==> config.mk <==
export PLATFORM = sky130hd
export DESIGN_NAME = grant_finish_unit
export DESIGN_NICKNAME = d
export VERILOG_FILES = /design/src/rtl/grant_finish_unit.sv
export SDC_FILE = /design/constraint.sdc
export NUM_CORES = 1
export LEC_CHECK = 0
export CORE_ASPECT_RATIO = 0.8
export CORE_UTILIZATION = 24
export DETAILED_ROUTE_END_ITERATION = 8
export GPL_TIMING_DRIVEN = 0
export HOLD_SLACK_MARGIN = 0.06
export PLACE_DENSITY = 0.73
export REMOVE_ABC_BUFFERS = 1
export SYNTH_ARGS = -nofsm -noshare
export SYNTH_HDL_FRONTEND = slang
export SYNTH_SLANG_ARGS = --single-unit
==> constraint.sdc <==
create_clock -name clk -period 2.2 [get_ports clk]
set_clock_uncertainty 0.05 [all_clocks]
set_input_delay 0.33 -clock clk [delete_from_list [all_inputs] [get_ports clk]]
set_output_delay 0.33 -clock clk [all_outputs]
set_load 0.005 [all_outputs]
==> src/rtl/grant_finish_unit.sv <==
// grant_finish_unit: forwards network grants to the client and queues finish acks on last beats
module grant_finish_unit #(
  parameter int BEATS     = 8,
  parameter int FIN_DEPTH = 2
) (
  input  logic        clk,
  input  logic        reset,
  input  logic        net_gnt_valid,
  output logic        net_gnt_ready,
  input  logic [1:0]  net_gnt_header_src,
  input  logic [2:0]  net_gnt_addr_beat,
  input  logic        net_gnt_client_xact_id,
  input  logic [1:0]  net_gnt_manager_xact_id,
  input  logic        net_gnt_is_builtin_type,
  input  logic [3:0]  net_gnt_g_type,
  input  logic [63:0] net_gnt_data,
  output logic        cli_gnt_valid,
  input  logic        cli_gnt_ready,
  output logic [2:0]  cli_gnt_addr_beat,
  output logic        cli_gnt_client_xact_id,
  output logic [1:0]  cli_gnt_manager_xact_id,
  output logic        cli_gnt_is_builtin_type,
  output logic [3:0]  cli_gnt_g_type,
  output logic [63:0] cli_gnt_data,
  output logic        cli_gnt_manager_id,
  output logic        net_fin_valid,
  input  logic        net_fin_ready,
  output logic [1:0]  net_fin_header_src,
  output logic [1:0]  net_fin_header_dst,
  output logic [1:0]  net_fin_manager_xact_id
);
  localparam int BW = $clog2(BEATS);
  localparam int PW = FIN_DEPTH > 1 ? $clog2(FIN_DEPTH) : 1;
  localparam int CW = $clog2(FIN_DEPTH + 1);
  logic [BW-1:0] beat;
  logic [PW-1:0] rd, wr;
  logic [CW-1:0] cnt;
  logic [1:0]    dst_q [FIN_DEPTH];
  logic [1:0]    id_q  [FIN_DEPTH];
  logic needs_ack, multibeat, last_beat, enq, fin_full, stall, push, pop;
  assign needs_ack = !(net_gnt_is_builtin_type && net_gnt_g_type == 4'h0);
  assign multibeat = (net_gnt_is_builtin_type && net_gnt_g_type == 4'h5) ||
                     (!net_gnt_is_builtin_type && net_gnt_g_type <= 4'h1);
  assign last_beat = !multibeat || beat == BW'(BEATS - 1);
  assign enq       = needs_ack && last_beat;
  assign fin_full  = cnt == CW'(FIN_DEPTH);
  assign stall     = enq && fin_full;
  assign cli_gnt_valid = net_gnt_valid && !stall;
  assign net_gnt_ready = cli_gnt_ready && !stall;
  assign push = net_gnt_valid && net_gnt_ready && enq;
  assign pop  = net_fin_valid && net_fin_ready;
  assign cli_gnt_addr_beat       = net_gnt_addr_beat;
  assign cli_gnt_client_xact_id  = net_gnt_client_xact_id;
  assign cli_gnt_manager_xact_id = net_gnt_manager_xact_id;
  assign cli_gnt_is_builtin_type = net_gnt_is_builtin_type;
  assign cli_gnt_g_type          = net_gnt_g_type;
  assign cli_gnt_data            = net_gnt_data;
  assign cli_gnt_manager_id      = net_gnt_header_src[0];
  assign net_fin_valid           = cnt != '0;
  assign net_fin_header_src      = 2'h0;
  assign net_fin_header_dst      = dst_q[rd];
  assign net_fin_manager_xact_id = id_q[rd];
  // count accepted multibeat beats; power-of-two BEATS wraps naturally
  always_ff @(posedge clk or negedge reset)
    if (!reset) beat <= '0;
    else if (net_gnt_valid && net_gnt_ready && multibeat) beat <= beat + 1'b1;
  // finish FIFO: occupancy is registered so a same-cycle pop never frees space for a push
  always_ff @(posedge clk or negedge reset)
    if (!reset) begin
      rd  <= '0;
      wr  <= '0;
      cnt <= '0;
      for (int i = 0; i < FIN_DEPTH; i++) begin
        dst_q[i] <= '0;
        id_q[i]  <= '0;
      end
    end else begin
      if (push) begin
        dst_q[wr] <= net_gnt_header_src;
        id_q[wr]  <= net_gnt_manager_xact_id;
        wr        <= wr == PW'(FIN_DEPTH - 1) ? '0 : wr + 1'b1;
      end
      if (pop) rd <= rd == PW'(FIN_DEPTH - 1) ? '0 : rd + 1'b1;
      cnt <= cnt + CW'(push) - CW'(pop);
    end
endmodule

## Word level (Yosys, flattened, before mapping)

Cells that the tools add are included.

| operators by class | value |
|---|---|
| add/subtract/negate cells | 5 |
| eq/ne operators | 3 |
| magnitude comparators | 4 |
| mux-type cells | 12 |
| reductions and logical operators | 20 |
| bitwise gates (word level) | 2 |

Operator list:

| operator | count |
|---|---|
| $mux W2 | 7 |
| $logic_and A1 B1 Y1 | 12 |
| $bwmux W4 | 2 |
| $eq A4 B3 Y1 const B | 1 |
| $ge A2 B2 Y1 const B | 2 |
| $le A4 B1 Y1 const B | 1 |
| $logic_not A1 Y1 | 4 |
| $logic_not A4 Y1 | 1 |
| $not A1 Y2 | 2 |
| $add A3 B1 Y3 const B | 1 |
| $eq A3 B3 Y1 const B | 1 |
| $add A1 B1 Y1 const B | 2 |
| $add A2 B1 Y2 | 1 |
| $demux W2 S1 | 1 |
| $eq A2 B2 Y1 const B | 1 |
| $logic_or A1 B1 Y1 | 2 |
| $lt A2 B1 Y1 const B | 1 |
| $mux W1 | 2 |
| $reduce_bool A2 Y1 | 1 |
| $sub A2 B1 Y2 | 1 |

| word-level totals | value |
|---|---|
| output and inout bits | 85 |
| input port bits | 82 |
| register bits after elaboration | 15 |

## Depth between registers and ports, before layout

| depth | value |
|---|---|
| depth in word-level cells | 13 |
| mapped depth | 10 |

## Worst setup path before layout

Ideal clock, no wire load.

| timing path | value |
|---|---|
| kind | register to register |
| start point | register beat[0] |
| end point | register cnt[1] |
| required time | 2.070 ns |
| path buffers | 0 |
| cell stages (with the launch flop) | 11 |
| period minus slack after synthesis | 2.157 ns |
| path slack | 0.043 ns |
| arrival | 2.027 ns |
| path through | dfrtp_1 > ha_1 > ha_1 > or3_1 > a31o_1 > nand2_1 > ha_1 > inv_1 > ha_1 > xnor2_1 > xnor2_1 |

| on the way | value |
|---|---|
| longest elaborated chain between the ends | 10 |

RTL lines:

| what | RTL line | source |
|---|---|---|
| start: declaration | 35 | `logic [BW-1:0] beat;` |
| start signal: assignment | 66 | `else if (net_gnt_valid && net_gnt_ready && multibeat) beat <= beat + 1'b1;` |
| $eq A3 B3 Y1 * | 44 | `assign last_beat = !multibeat \|\| beat == BW'(BEATS - 1);` |
| $logic_or A1 B1 Y1 * | 44 |  |
| $logic_and A1 B1 Y1 * | 45 | `assign enq = needs_ack && last_beat;` |
| $logic_and A1 B1 Y1 | 47 | `assign stall = enq && fin_full;` |
| $logic_not A1 Y1 | 49 | `assign net_gnt_ready = cli_gnt_ready && !stall;` |
| $logic_and A1 B1 Y1 | 49 |  |
| $logic_and A1 B1 Y1 | 50 | `assign push = net_gnt_valid && net_gnt_ready && enq;` |
| $logic_and A1 B1 Y1 * | 50 |  |
| $add A2 B1 Y2 * | 84 | `cnt <= cnt + CW'(push) - CW'(pop);` |
| $sub A2 B1 Y2 * | 84 |  |
| end signal: assignment | 84 |  |
| end: declaration | 37 | `logic [CW-1:0] cnt;` |

Mark *: on every way between the ends. The rest lies on a longest branch, timed or not.
A chain may end at the register's enable or synchronous reset.

## Worst setup path in the final report

| timing path | value |
|---|---|
| start point | register beat[0] |
| end point | output net_gnt_ready |

| on the way | value |
|---|---|
| longest elaborated chain between the ends | 6 |

RTL lines:

| what | RTL line | source |
|---|---|---|
| $eq A3 B3 Y1 | 44 |  |
| $logic_or A1 B1 Y1 | 44 |  |
| $logic_and A1 B1 Y1 | 45 |  |
| $logic_and A1 B1 Y1 | 47 |  |
| $logic_not A1 Y1 | 49 |  |
| $logic_and A1 B1 Y1 | 49 |  |
| end: declaration | 9 | `output logic net_gnt_ready,` |

Every way passes these cells.

==> flow_summary.json <==
{
  "cp_data_arrival_time_ps": 1860,
  "holdBufCountCts": 0,
  "cap_violations": 0,
  "ir_drop_mv": 0.295,
  "path_class": "reg -> out",
  "antenna_found_initial": 0,
  "gr-total-overflow": 0,
  "status": "complete, but fails checks",
  "syn_to_final_growth_pct": -2.53,
  "final_antenna_net_count": 0,
  "hpwl_mm": 6.63,
  "syn_avg_cell_area_um2": 9.90,
  "use_met1_pct": 17.1,
  "slowest_stage": "dfrtp_1",
  "cts_buffers": 3,
  "cts_tree": "built",
  "critical-path-top-delay-family": "simple AND/OR/NAND/NOR gates",
  "wl_per_cell_um": 41.4,
  "crit_path_max_incr_delay_ps": 380,
  "crit_fanout": 3,
  "yosysTopAreaCell": "buf_4",
  "route.detailed.drc": 0,
  "seq_area_frac_synth_pct": 27.1,
  "dr.pass1.iters": 4,
  "nets": 187,
  "synth_area_um2": 1390,
  "track_usage_pct": 24.0,
  "grt_setup_unrepaired": "true",
  "root_buffer": "clkbuf_8",
  "crit_path_cell_trace": "ha_2 > ha_4 > or3_4 > a31o_1 > nand2_1 > and2_1 > buf_2",
  "holdPathStages": 1,
  "reg2regPathDepth": 11,
  "antennaDiodeCount": 0,
  "layout.cells.non_filler": 178,
  "layout_setup_ws_ps": -41.3,
  "clk_pin_slew_worst_paths_ps": 60,
  "failed_checks": "setup timing",
  "first_global_vias": 798,
  "maxSlewViolCount": 0,
  "worst_pin_slew_ps": 708,
  "ys.warnings.count": 0,
  "clk_latency_ps": 250,
  "htreeDepth": 1,
  "io_buffers": 28,
  "setup_viol": 3,
  "relSlewSlack_pct": 52.7,
  "cp.depth": 7,
  "fillCellCount": 584,
  "dp.cells": 168,
  "cp-end-kind": "output port",
  "leakagePower_nw": 0.556,
  "worst-path-buf-inv": 1,
  "worstSetupStartpointType": "register",
  "grt_max_degree": 16,
  "synth_top_area_share_pct": 42.2,
  "drt-total-wl_mm": 7.38,
  "vias": 808,
  "initial_utilization_pct": 25.2,
  "required_ps": 1820,
  "dieHeight_um": 70.0,
  "die_x_um": 87.0,
  "fp.dieArea_um2": 6090,
  "fin_crit_sh_pct": 102,
  "gp_congestion": 0.864,
  "design.core.area_um2": 5500,
  "top_usage_layer": "met3",
  "viasPerCell": 4.54,
  "hold_viol_final": 0,
  "grt_pass1_wl_mm": 8.91,
  "clock_sinks": 15,
  "p_per_area_nw_per_um2": 1080,
  "cts_buffer_depth": 2,
  "finalPower_mw": 1.46,
  "gr-usage-met2_pct": 32.8,
  "period_needed_ps": 2240,
  "grt_use_met3_pct": 36.4,
  "fmax_mhz": 446,
  "hold_class": "reg -> reg",
  "synth_seq_cells": 15,
  "ys_types": 25,
  "rows": 24,
  "final_layout_size_suffix_gt1_share_pct": 39.0,
  "ios": 167,
  "first_iter_violations": 50,
  "synthCells": 140,
  "synth_area_leaders": "buf_4, dfrtp_1, mux2_2, mux2_4, ha_1"
}
cell usage after synthesis:
master / number
nand3b_1: 1
buf_6: 1
conb_1: 1
or2_2: 2
nand4bb_1: 1
mux2_4: 4
xor2_1: 1
dfrtp_1: 15
and2_1: 3
nand2_1: 3
mux2_2: 11
nor2_1: 1
and2b_1: 1
or3b_1: 1
and3_1: 1
inv_1: 1
ha_1: 4
buf_4: 78
nand4b_1: 1
or3_1: 1
o211ai_1: 1
nand3_1: 1
a31o_1: 1
o21ai_0: 1
xnor2_1: 4
timing repair:
item	CTS	global route
setup buffers	3	3
gates cloned	0	0
endpoints found under the hold margin	0	0
resized for setup	19	11
setup endpoints to repair	3	12
pin swaps	7	6
flip-flops by register name (all words and copies together) (netlist names):
signal and flops:
beat 3, id_q 4, wr 1, dst_q 4, rd 1, cnt 2
area by class of cell:
| cell class | instances | area, um2 | area share, % |
|---|---|---|---|
| clock buffers | 3 | 41.3 | 3.06 |
| repair buffers | 34 | 329 | 24.4 |
| multi-input cells | 46 | 497 | 36.8 |
| inverters | 1 | 6.26 | 0.463 |
| flip-flops and latches | 15 | 375 | 27.8 |
| well taps | 78 | 97.6 | 7.22 |
| clock inverters | 1 | 5.00 | 0.370 |
worst paths after layout:
check                           slack (ps)     from             to
worst max-delay path                   -40  beat[0]  net_gnt_ready
worst min-delay path                   440       wr             wr
worst max register to register         -30  beat[0]         cnt[1]
worst min register to register         440       wr             wr
max in group asynchronous             1200    reset       dst_q[2]
min in group asynchronous              450    reset       dst_q[1]
worst register-to-register path: cells and delay by family (launching register included):
family,cells,cell delay (ps)
flops,1,380
fa+ha+maj,4,700
xor+xnor,2,240
compound gates,1,240
buf+inv,2,180
simple gates,2,370
stage by stage:
stage / setup TNS (ps) / util, % / setup WS, ps / hold slack [ps] / cell area (um2)
global placement: -1950 / 21.3 / -430 / 417 / 1170
CTS: -197 / 23.5 / -60.9 / 430 / 1290
detailed placement: -2200 / 21.3 / -427 / 420 / 1170
finish: -101 / 24.6 / -41.3 / 438 / 1350
global route: -447 / 24.6 / -127 / 467 / 1350
floorplan: 0 / - / 43.3 / -15.6 / 793
where the power goes:
group	switching (mW)	total, mW	internal (mW)
Combinational	0.228	0.721	0.492
Clock	0.0991	0.225	0.125
Sequential	0.0992	0.511	0.412
cell families after synthesis:
family	Yosys count	synth area share, %
AND/OR/NAND/NOR	17	7.76
flip-flops	15	27.1
other	1	0.270
XOR/XNOR	5	3.16
multiplexers	15	13.3
buffers and inverters	80	43.3
AO/OA/AOI/OAI	3	1.53
adder cells (fa/ha/maj)	4	3.61
layout by cell type (no fill, tap or decap), types with 3 or more instances in the layout:
| cell | Yosys | routed |
|---|---|---|
| buf_6 | 1 | 3 |
| clkdlybuf4s50_1 | 0 | 26 |
| xnor2_1 | 4 | 3 |
| mux2_2 | 11 | 7 |
| ha_4 | 0 | 3 |
| mux2_4 | 4 | 8 |
| dfrtp_1 | 15 | 15 |
| clkbuf_8 | 0 | 3 |
| buf_4 | 78 | 4 |
metal layers:
| metal | share of wire (%) | vias up |
|---|---|---|
| li1 | - | 291 |
| met1 | 24 | 376 |
| met2 | 40 | 121 |
| met3 | 33 | 16 |
| met4 | 2.3 | 4 |
| met5 | 1.3 | - |
No activity file was read; power rests on OpenSTA's default activity.
